[src/rtl/march_bist_engine.sv]
// March C- BIST engine: drives the BIST side of the memory input mux and checks read data.
// Outputs are registered; read compare happens on the cycle after each read strobe.
module march_bist_engine #(
    parameter int ADDR_WIDTH = 4,
    parameter int DATA_WIDTH = 10
) (
    input  logic                  clk,
    input  logic                  rst_n,
    input  logic                  start,
    output logic                  NbarT,
    output logic [ADDR_WIDTH-1:0] bist_addr,
    output logic [DATA_WIDTH-1:0] bist_wdata,
    output logic                  bist_we,
    output logic                  bist_re,
    input  logic [DATA_WIDTH-1:0] mem_rdata,
    output logic                  done,
    output logic                  fail,
    output logic [ADDR_WIDTH-1:0] fail_addr,
    output logic [2:0]            fail_elem,
    output logic [ADDR_WIDTH+3:0] err_cnt
);

    typedef enum logic [1:0] {IDLE, RUN, FLUSH, DONE} state_t;

    localparam logic [ADDR_WIDTH-1:0] ADDR_MAX = {ADDR_WIDTH{1'b1}};
    localparam logic [ADDR_WIDTH+3:0] ERR_MAX  = {(ADDR_WIDTH+4){1'b1}};

    state_t                  state, state_nxt;
    logic [2:0]              elem, elem_nxt;
    logic                    phase, phase_nxt;
    logic [ADDR_WIDTH-1:0]   op_addr, addr_nxt;
    logic                    we_nxt, re_nxt, exp_nxt, rd_exp, clr;
    logic [DATA_WIDTH-1:0]   wdata_nxt;
    logic                    two_op, down, last_addr;

    logic                    cmp_vld, cmp_exp, miscmp;
    logic [ADDR_WIDTH-1:0]   cmp_addr;
    logic [2:0]              cmp_elem;

    always_ff @(posedge clk or negedge rst_n) begin
        if (!rst_n) state <= IDLE;
        else        state <= state_nxt;
    end

    always_comb begin
        state_nxt = state;
        elem_nxt  = elem;
        phase_nxt = phase;
        op_addr   = '0;
        addr_nxt  = '0;
        we_nxt    = 1'b0;
        re_nxt    = 1'b0;
        wdata_nxt = '0;
        exp_nxt   = 1'b0;
        clr       = 1'b0;
        // M1..M4 are read-then-write per address; M0 and M5 have a single op
        two_op    = (elem != 3'd0) && (elem != 3'd5);
        down      = (elem == 3'd3) || (elem == 3'd4);
        last_addr = down ? (bist_addr == '0) : (bist_addr == ADDR_MAX);

        case (state)
            IDLE, DONE: begin
                if (start) begin
                    state_nxt = RUN;
                    clr       = 1'b1;
                    elem_nxt  = 3'd0;
                    phase_nxt = 1'b0;
                end
            end
            RUN: begin
                if (two_op && !phase) begin
                    phase_nxt = 1'b1;
                    op_addr   = bist_addr;
                end else if (!last_addr) begin
                    phase_nxt = 1'b0;
                    op_addr   = down ? bist_addr - ADDR_WIDTH'(1) : bist_addr + ADDR_WIDTH'(1);
                end else if (elem == 3'd5) begin
                    state_nxt = FLUSH;
                end else begin
                    // element boundary: M3/M4 start at the top, the rest at 0
                    phase_nxt = 1'b0;
                    elem_nxt  = elem + 3'd1;
                    op_addr   = ((elem == 3'd2) || (elem == 3'd3)) ? ADDR_MAX : '0;
                end
            end
            FLUSH:   state_nxt = DONE;
            default: state_nxt = IDLE;
        endcase

        if (state_nxt == RUN) begin
            addr_nxt = op_addr;
            if ((elem_nxt == 3'd5) || ((elem_nxt != 3'd0) && !phase_nxt)) begin
                re_nxt  = 1'b1;
                exp_nxt = (elem_nxt == 3'd2) || (elem_nxt == 3'd4);
            end else begin
                we_nxt    = 1'b1;
                wdata_nxt = {DATA_WIDTH{(elem_nxt == 3'd1) || (elem_nxt == 3'd3)}};
            end
        end
    end

    assign miscmp = cmp_vld && (mem_rdata != {DATA_WIDTH{cmp_exp}});

    always_ff @(posedge clk or negedge rst_n) begin
        if (!rst_n) begin
            NbarT      <= 1'b0;
            done       <= 1'b0;
            bist_addr  <= '0;
            bist_wdata <= '0;
            bist_we    <= 1'b0;
            bist_re    <= 1'b0;
            elem       <= 3'd0;
            phase      <= 1'b0;
            rd_exp     <= 1'b0;
            cmp_vld    <= 1'b0;
            cmp_exp    <= 1'b0;
            cmp_addr   <= '0;
            cmp_elem   <= 3'd0;
            fail       <= 1'b0;
            fail_addr  <= '0;
            fail_elem  <= 3'd0;
            err_cnt    <= '0;
        end else begin
            NbarT      <= (state_nxt == RUN) || (state_nxt == FLUSH);
            done       <= (state_nxt == DONE);
            bist_addr  <= addr_nxt;
            bist_wdata <= wdata_nxt;
            bist_we    <= we_nxt;
            bist_re    <= re_nxt;
            elem       <= elem_nxt;
            phase      <= phase_nxt;
            rd_exp     <= exp_nxt;
            cmp_vld    <= bist_re;
            cmp_exp    <= rd_exp;
            cmp_addr   <= bist_addr;
            cmp_elem   <= elem;
            if (clr) begin
                fail      <= 1'b0;
                fail_addr <= '0;
                fail_elem <= 3'd0;
                err_cnt   <= '0;
            end else if (miscmp) begin
                fail <= 1'b1;
                if (!fail) begin
                    fail_addr <= cmp_addr;
                    fail_elem <= cmp_elem;
                end
                if (err_cnt != ERR_MAX) err_cnt <= err_cnt + 1'b1;
            end
        end
    end

endmodule
[config.mk]
export PLATFORM = sky130hd
export DESIGN_NAME = march_bist_engine
export DESIGN_NICKNAME = d
export VERILOG_FILES = /design/src/rtl/march_bist_engine.sv
export SDC_FILE = /design/constraint.sdc
export NUM_CORES = 1
export LEC_CHECK = 0
export ABC_AREA = 1
export ABC_CLOCK_PERIOD_IN_PS = 6900
export BUFFER_PORTS_ARGS = -buffer_cell sky130_fd_sc_hd__buf_2
export CORE_UTILIZATION = 29
export DETAILED_ROUTE_END_ITERATION = 8
export PLACE_DENSITY_LB_ADDON = 0.2
export SETUP_SLACK_MARGIN = 0.05
export SYNTH_ARGS = -nofsm -noshare
export SYNTH_HDL_FRONTEND = slang
export SYNTH_SLANG_ARGS = --single-unit
[constraint.sdc]
create_clock -name clk -period 6.9 [get_ports clk]
set_clock_uncertainty 0.05 [all_clocks]
set_input_delay 0 -clock clk [delete_from_list [all_inputs] [get_ports clk]]
set_output_delay 0 -clock clk [all_outputs]
set_load 0.02 [all_outputs]
* Word level (Yosys, flattened, before mapping) *
Cells that the tools add are included.

operators by class
  multiplexer cells = 44
  equality and inequality tests = 21
  add/sub/neg operators = 4
  reduce and logical (&&, ||, !) cells = 21

operators by type and width
  kind                                                                    number
  4-bit 2-to-1 mux                                                        10
  8-bit 2-to-1 mux                                                        3
  3-bit 2-to-1 mux                                                        7
  10-bit 2-to-1 mux                                                       2
  1-bit 2-to-1 mux                                                        15
  3-bit by 2-bit equality test with 1-bit output (second input constant)  4
  3-bit equality test (second input constant)                             4
  10-bit inequality test                                                  1
  8-bit by 1-bit adder with 8-bit output (second input constant)          1
  2-bit equality test (second input constant)                             4
  2-bit 2-to-1 mux                                                        4
  8-bit inequality test (second input constant)                           1
  1-bit logical OR                                                        6
  3-bit inequality test (second input constant)                           2
  2-bit one-hot mux with 3 select lines                                   1
  3-bit one-hot mux with 2 select lines                                   1
  3-bit nonzero test                                                      2
  4-bit by 1-bit adder with 4-bit output (second input constant)          1
  2-bit by 1-bit equality test with 1-bit output (second input constant)  2
  4-bit equality test (second input constant)                             1
  1-bit logical AND                                                       4
  4-bit logical NOT                                                       1
  2-bit AND reduction                                                     2
  2-bit nonzero test                                                      2
  other kinds (8)                                                         9

word-level totals
  register bits after elaboration = 50
  logic and storage cells = 108
  input port bits = 13

* Logic depth before layout (Yosys ltp) *
  word-level depth = 11
  mapped depth = 18
  depth with buffers taken out = 18

* Least setup slack after synthesis *
No wires, ideal clock.

  path kind = register -> register
  start point = register elem[0]
  end point = register bist_addr[0]
  data arrival time = 2082 ps
  clock period less this slack = 2214 ps
  buffers on the path = 0
  setup slack = 4686 ps
  cell stages (with the launch flop) = 17
  path through = dfrtp_1 inv_1 ha_1 inv_1 nand2_1 nand2_2 nand2_4 nand2_2 inv_1 nand2_1 a31oi_1 o21ai_0 ha_1 inv_1 nor2_1 nand2_1 o21ai_0

on the way
  longest elaborated chain between the ends = 8
  elaborated cells between the ends (all ways) = 24
  those cells by class = eq/ne (7); mux (12); reduce/logical (5)

RTL lines
  element                                                                                       line  source
  start: declaration                                                                            29    logic [2:0] elem, elem_nxt;
  start signal: assignment                                                                      130   elem <= elem_nxt;
  3-bit by 2-bit equality test with 1-bit output / 3-bit equality test (equally long branches)  58    down = (elem == 3'd3) || (elem == 3'd4);
  1-bit logical OR                                                                              58
  1-bit 2-to-1 mux                                                                              59    last_addr = down ? (bist_addr == '0) : (bist_addr == ADDR_MAX);
  2-bit 2-to-1 mux                                                                              74    end else if (!last_addr) begin
  2-bit 2-to-1 mux *                                                                            71    if (two_op && !phase) begin
  2-bit one-hot mux with 3 select lines *                                                       61    case (state)
  via state_nxt[0]                                                                              28    state_t state, state_nxt;
  2-bit by 1-bit equality test with 1-bit output *                                              90    if (state_nxt == RUN) begin
  3-bit inequality test (no source line) / 4-bit 2-to-1 mux (equally long branches)             --
  end signal: assignment                                                                        126   bist_addr <= addr_nxt;
  end: declaration                                                                              11    output logic [ADDR_WIDTH-1:0] bist_addr,

The timed path passes the listed nets; every way through them passes the cells marked *. The select of a mux whose other input is x is not followed.
A chain may end at the register's enable or synchronous reset.

* Final worst setup path *
  start point = register elem[0]
  end point = register bist_addr[1]

Same word-level chain as after synthesis.

==> reports/results.txt <==
The flow ran to the end, and the final reports show no timing, DRC or antenna violations. Timing analysis after detailed placement gives a worst setup slack of 4.20 ns. TritonCTS built the clock tree.

Setup violations remaining at the end of the flow were counted as 0. For this run, design rule violations remaining after detail routing come to 0. The endpoint kind of the worst setup timing path was a flop.

The tool flagged a number of max-cap violations equal to 0. The overall overflow remaining after global route came out at 0. The min-delay analysis places its worst path in the category in2reg. The top cell types in the final layout, fill and taps aside, are sky130_fd_sc_hd__nand2_1 (61), sky130_fd_sc_hd__buf_2 (46), sky130_fd_sc_hd__dfrtp_1 (41). At the later pin of the worst-skew pair, clock insertion delay measures 0.30 ns. The floorplan step set the die width to 91.2 um. The detailed-router iteration count before antenna repair was 4; the vertical die dimension was 91.2 um. The final-report max-slew violation count was 0.

Counting every net in the synthesized netlist gives 300. Setup slack closes at 4.22 ns. At the pin with the least slew margin, the transition time is 0.932 ns.

The largest fanout on the critical path came out at 5. The tools report the number of global-route vias before repair as 1,688. The logs give 0 for the total inserted antenna cells and 41 for the number of sinks driven by the clock tree. For the peak ir drop on the vdd network, the log shows 153 uV.

The floorplan step defined a die boundary enclosing 0.00833 mm^2. The count of buffers added on input and output ports is 46. The area growth from synthesis to layout was 17.1%.

Each instance of the synthesized netlist takes up on average 8.43 um^2. The logs give 47 for the number of top-level pins and 0.00103 W for the post-route total power. The worst setup path category was reg2reg. After the last flow step, the layout net total stands at 343.

In this run the static leakage power is 1.55 nW. The source of the worst register-to-register timing path was elem[0]. For the number of failing hold endpoints at the final stage, the log shows 0. Setup repair after global routing left no endpoint under its margin.

The initial antenna violation count is 0, and the number of flip-flops and latches in the synthesized netlist is 41. Based on the critical path, the design can be clocked at up to 0.373 GHz. The arrival time of data at the critical path endpoint came out at 2.84 ns. For the worst setup path, the data required time is 7.06 ns. The startpoint type of the worst setup path is a flop.

The most frequent standard cell in the layout excluding fill and tap cells was sky130_fd_sc_hd__nand2_1. The number of cells upsized or downsized after cts was 0. The minimum clock period is 2.68 ns.

The first global-routing pass estimated 7.65 mm of wire. Summed over all failing endpoints, the final setup total negative slack is 0 ns. The cell row count was 32; the ratio of final minimum period to clock period was 38.9%.

Dividing the detail-routed wire length by the instance count gives 10.9 um. Yosys printed 0 warnings. The worst hold path was traced through 3 stages.

The detailed router finished its first iteration with 48 violations. Cells with a size suffix above 1 make up 24.9% of the layout. The core region area was 0.00773 mm^2; the count of cells along the worst register-to-register path was 16.

Buffers inserted during clock tree synthesis total 5. The logs give 0 for the residual antenna-violating net count after detailed routing and 33 for the number of distinct library cell variants in the gate-level netlist after synthesis. Using the TritonRoute via totals, the vias-per-cell ratio works out to 4.32.

Counting every instance in the synthesized netlist gives 274. Global routing consumed, over all layers together, 11.6% of the routing resources. The sequential element share of the synthesized area was 44.4%; the H-tree depth reported by CTS was 2. The hold path startpoint is start. In this run the tightest slew margin relative to its limit is 37.9%.

In this run the critical register-to-register path is captured at bist_addr[1]. The tools report the end of the worst hold path as state[0]. Summing over every cut layer, the via total after detailed routing is 1,810.

For the half-perimeter wire length after detailed placement, the log shows 3.43 mm. The tree is rooted in a sky130_fd_sc_hd__clkbuf_8. The register-to-register setup slack is 4.22 ns, and the global placer's final weighted congestion is 0.744. The total wire length was 4.55 mm; the netlist area before placement was 0.00231 mm^2. Worst hold slack: 0.0553 ns. The buffer depth of the longest clock path is 2, and the starting utilization of the core area is 29.9%. Entering global routing, the biggest net connects 42 pins. The total power divided by cell area works out to 382 mW/mm^2. Clock-pin slew was measured on the worst setup and hold paths at 0.08 ns.
## area by class of cell
type,count,area [um^2]
inverters,42,158
clock buffers,5,68.8
flip-flops and latches,41,1030
repair buffers,47,240
fillers,837,5020
multi-input cells,180,1050
clock inverters,2,35.0
well taps,102,128
## power breakdown
group | switching, W | internal (W)
Combinational | 0.000329 | 0.000163
Clock | 0.0000827 | 0.000105
Sequential | 0.0000536 | 0.000300
Total | 0.000465 | 0.000568
## worst max-delay path, cell delays in order (launching register included)
cell and delay (ns):
sky130_fd_sc_hd__dfrtp_1 0.43, sky130_fd_sc_hd__inv_1 0.10, sky130_fd_sc_hd__ha_1 0.24, sky130_fd_sc_hd__inv_1 0.06, sky130_fd_sc_hd__nand2_1 0.05, sky130_fd_sc_hd__nand2_2 0.11
sky130_fd_sc_hd__nand2_4 0.08, sky130_fd_sc_hd__nand2_2 0.10, sky130_fd_sc_hd__inv_1 0.09, sky130_fd_sc_hd__nand2_1 0.09, sky130_fd_sc_hd__a31oi_1 0.07, sky130_fd_sc_hd__o21ai_0 0.31
sky130_fd_sc_hd__ha_1 0.35, sky130_fd_sc_hd__inv_1 0.06, sky130_fd_sc_hd__nor2_1 0.13, sky130_fd_sc_hd__nand2_1 0.11, sky130_fd_sc_hd__o21ai_0 0.17
## state kept, by name, summed over array words and instances, names as in the netlist
name / cells
fail: 1
cmp_exp: 1
bist_addr: 4
NbarT: 1
fail_addr: 4
bist_we: 1
bist_wdata: 1
cmp_elem: 3
cmp_addr: 4
elem: 3
state: 2
err_cnt: 8
fail_elem: 3
rd_exp: 1
bist_re: 1
done: 1
cmp_vld: 1
phase: 1
## synth_stat cells, drive strengths merged
library cell,instances,area share (%)
nor3,3,0.65
ha,12,6.5
or2,1,0.27
nand3b,2,0.65
nand3,27,6.6
xnor2,4,1.5
a22oi,1,0.33
nand4,7,2.8
clkinv,1,0.16
fa,1,0.87
a31oi,1,0.27
clkbuf,1,0.16
xor2,5,1.9
a21oi,3,0.65
dfrtp,41,44
buf,10,3.1
nand2,77,15
nor2,22,3.9
inv,41,6.7
nor4,2,0.54
o21ai,11,2.5
a211oi,1,0.33
## routing by layer
metal / share of wire, % / track usage (%)
met1: 47 / 14.3
met2: 47 / 19.4
met3: 3.9 / 3.10
met5: 0 / 0
met4: 1.3 / 3.97
## per-stage QoR
step | util (%) | cells | area (um^2)
finish | 35.0 | 419 | 2710
global route | 35.0 | 419 | 2710
CTS | 35.0 | 419 | 2710
detailed placement | 33.5 | 411 | 2590
global placement | 33.5 | 411 | 2590
floorplan | - | 274 | 2310
## kinds of logic after synthesis
logic type / synth area share, %
flip-flops: 44.4
XOR/XNOR: 3.41
AO/OA/AOI/OAI: 4.12
adder cells (fa/ha/maj): 7.37
buffers and inverters: 10.1
AND/OR/NAND/NOR: 30.6
## how the worst max path moves through the flow
stage	slack, ns	cells past startpoint	start	endpoint
finish	4.22	16	elem[0]	bist_addr[1]
detailed placement	4.20	16	elem[0]	bist_addr[1]
CTS	4.17	16	elem[0]	bist_addr[1]
global placement	4.17	16	elem[0]	bist_addr[1]
global route	3.94	16	elem[0]	bist_addr[3]
floorplan	4.69	16	elem[0]	bist_addr[0]
## timing repair
action / in CTS / in global routing
hold buffers: 1 / 0
setup buffers: 0 / 0
hold endpoints to repair: 41 / 0
No activity file was read; power rests on OpenSTA's default activity.
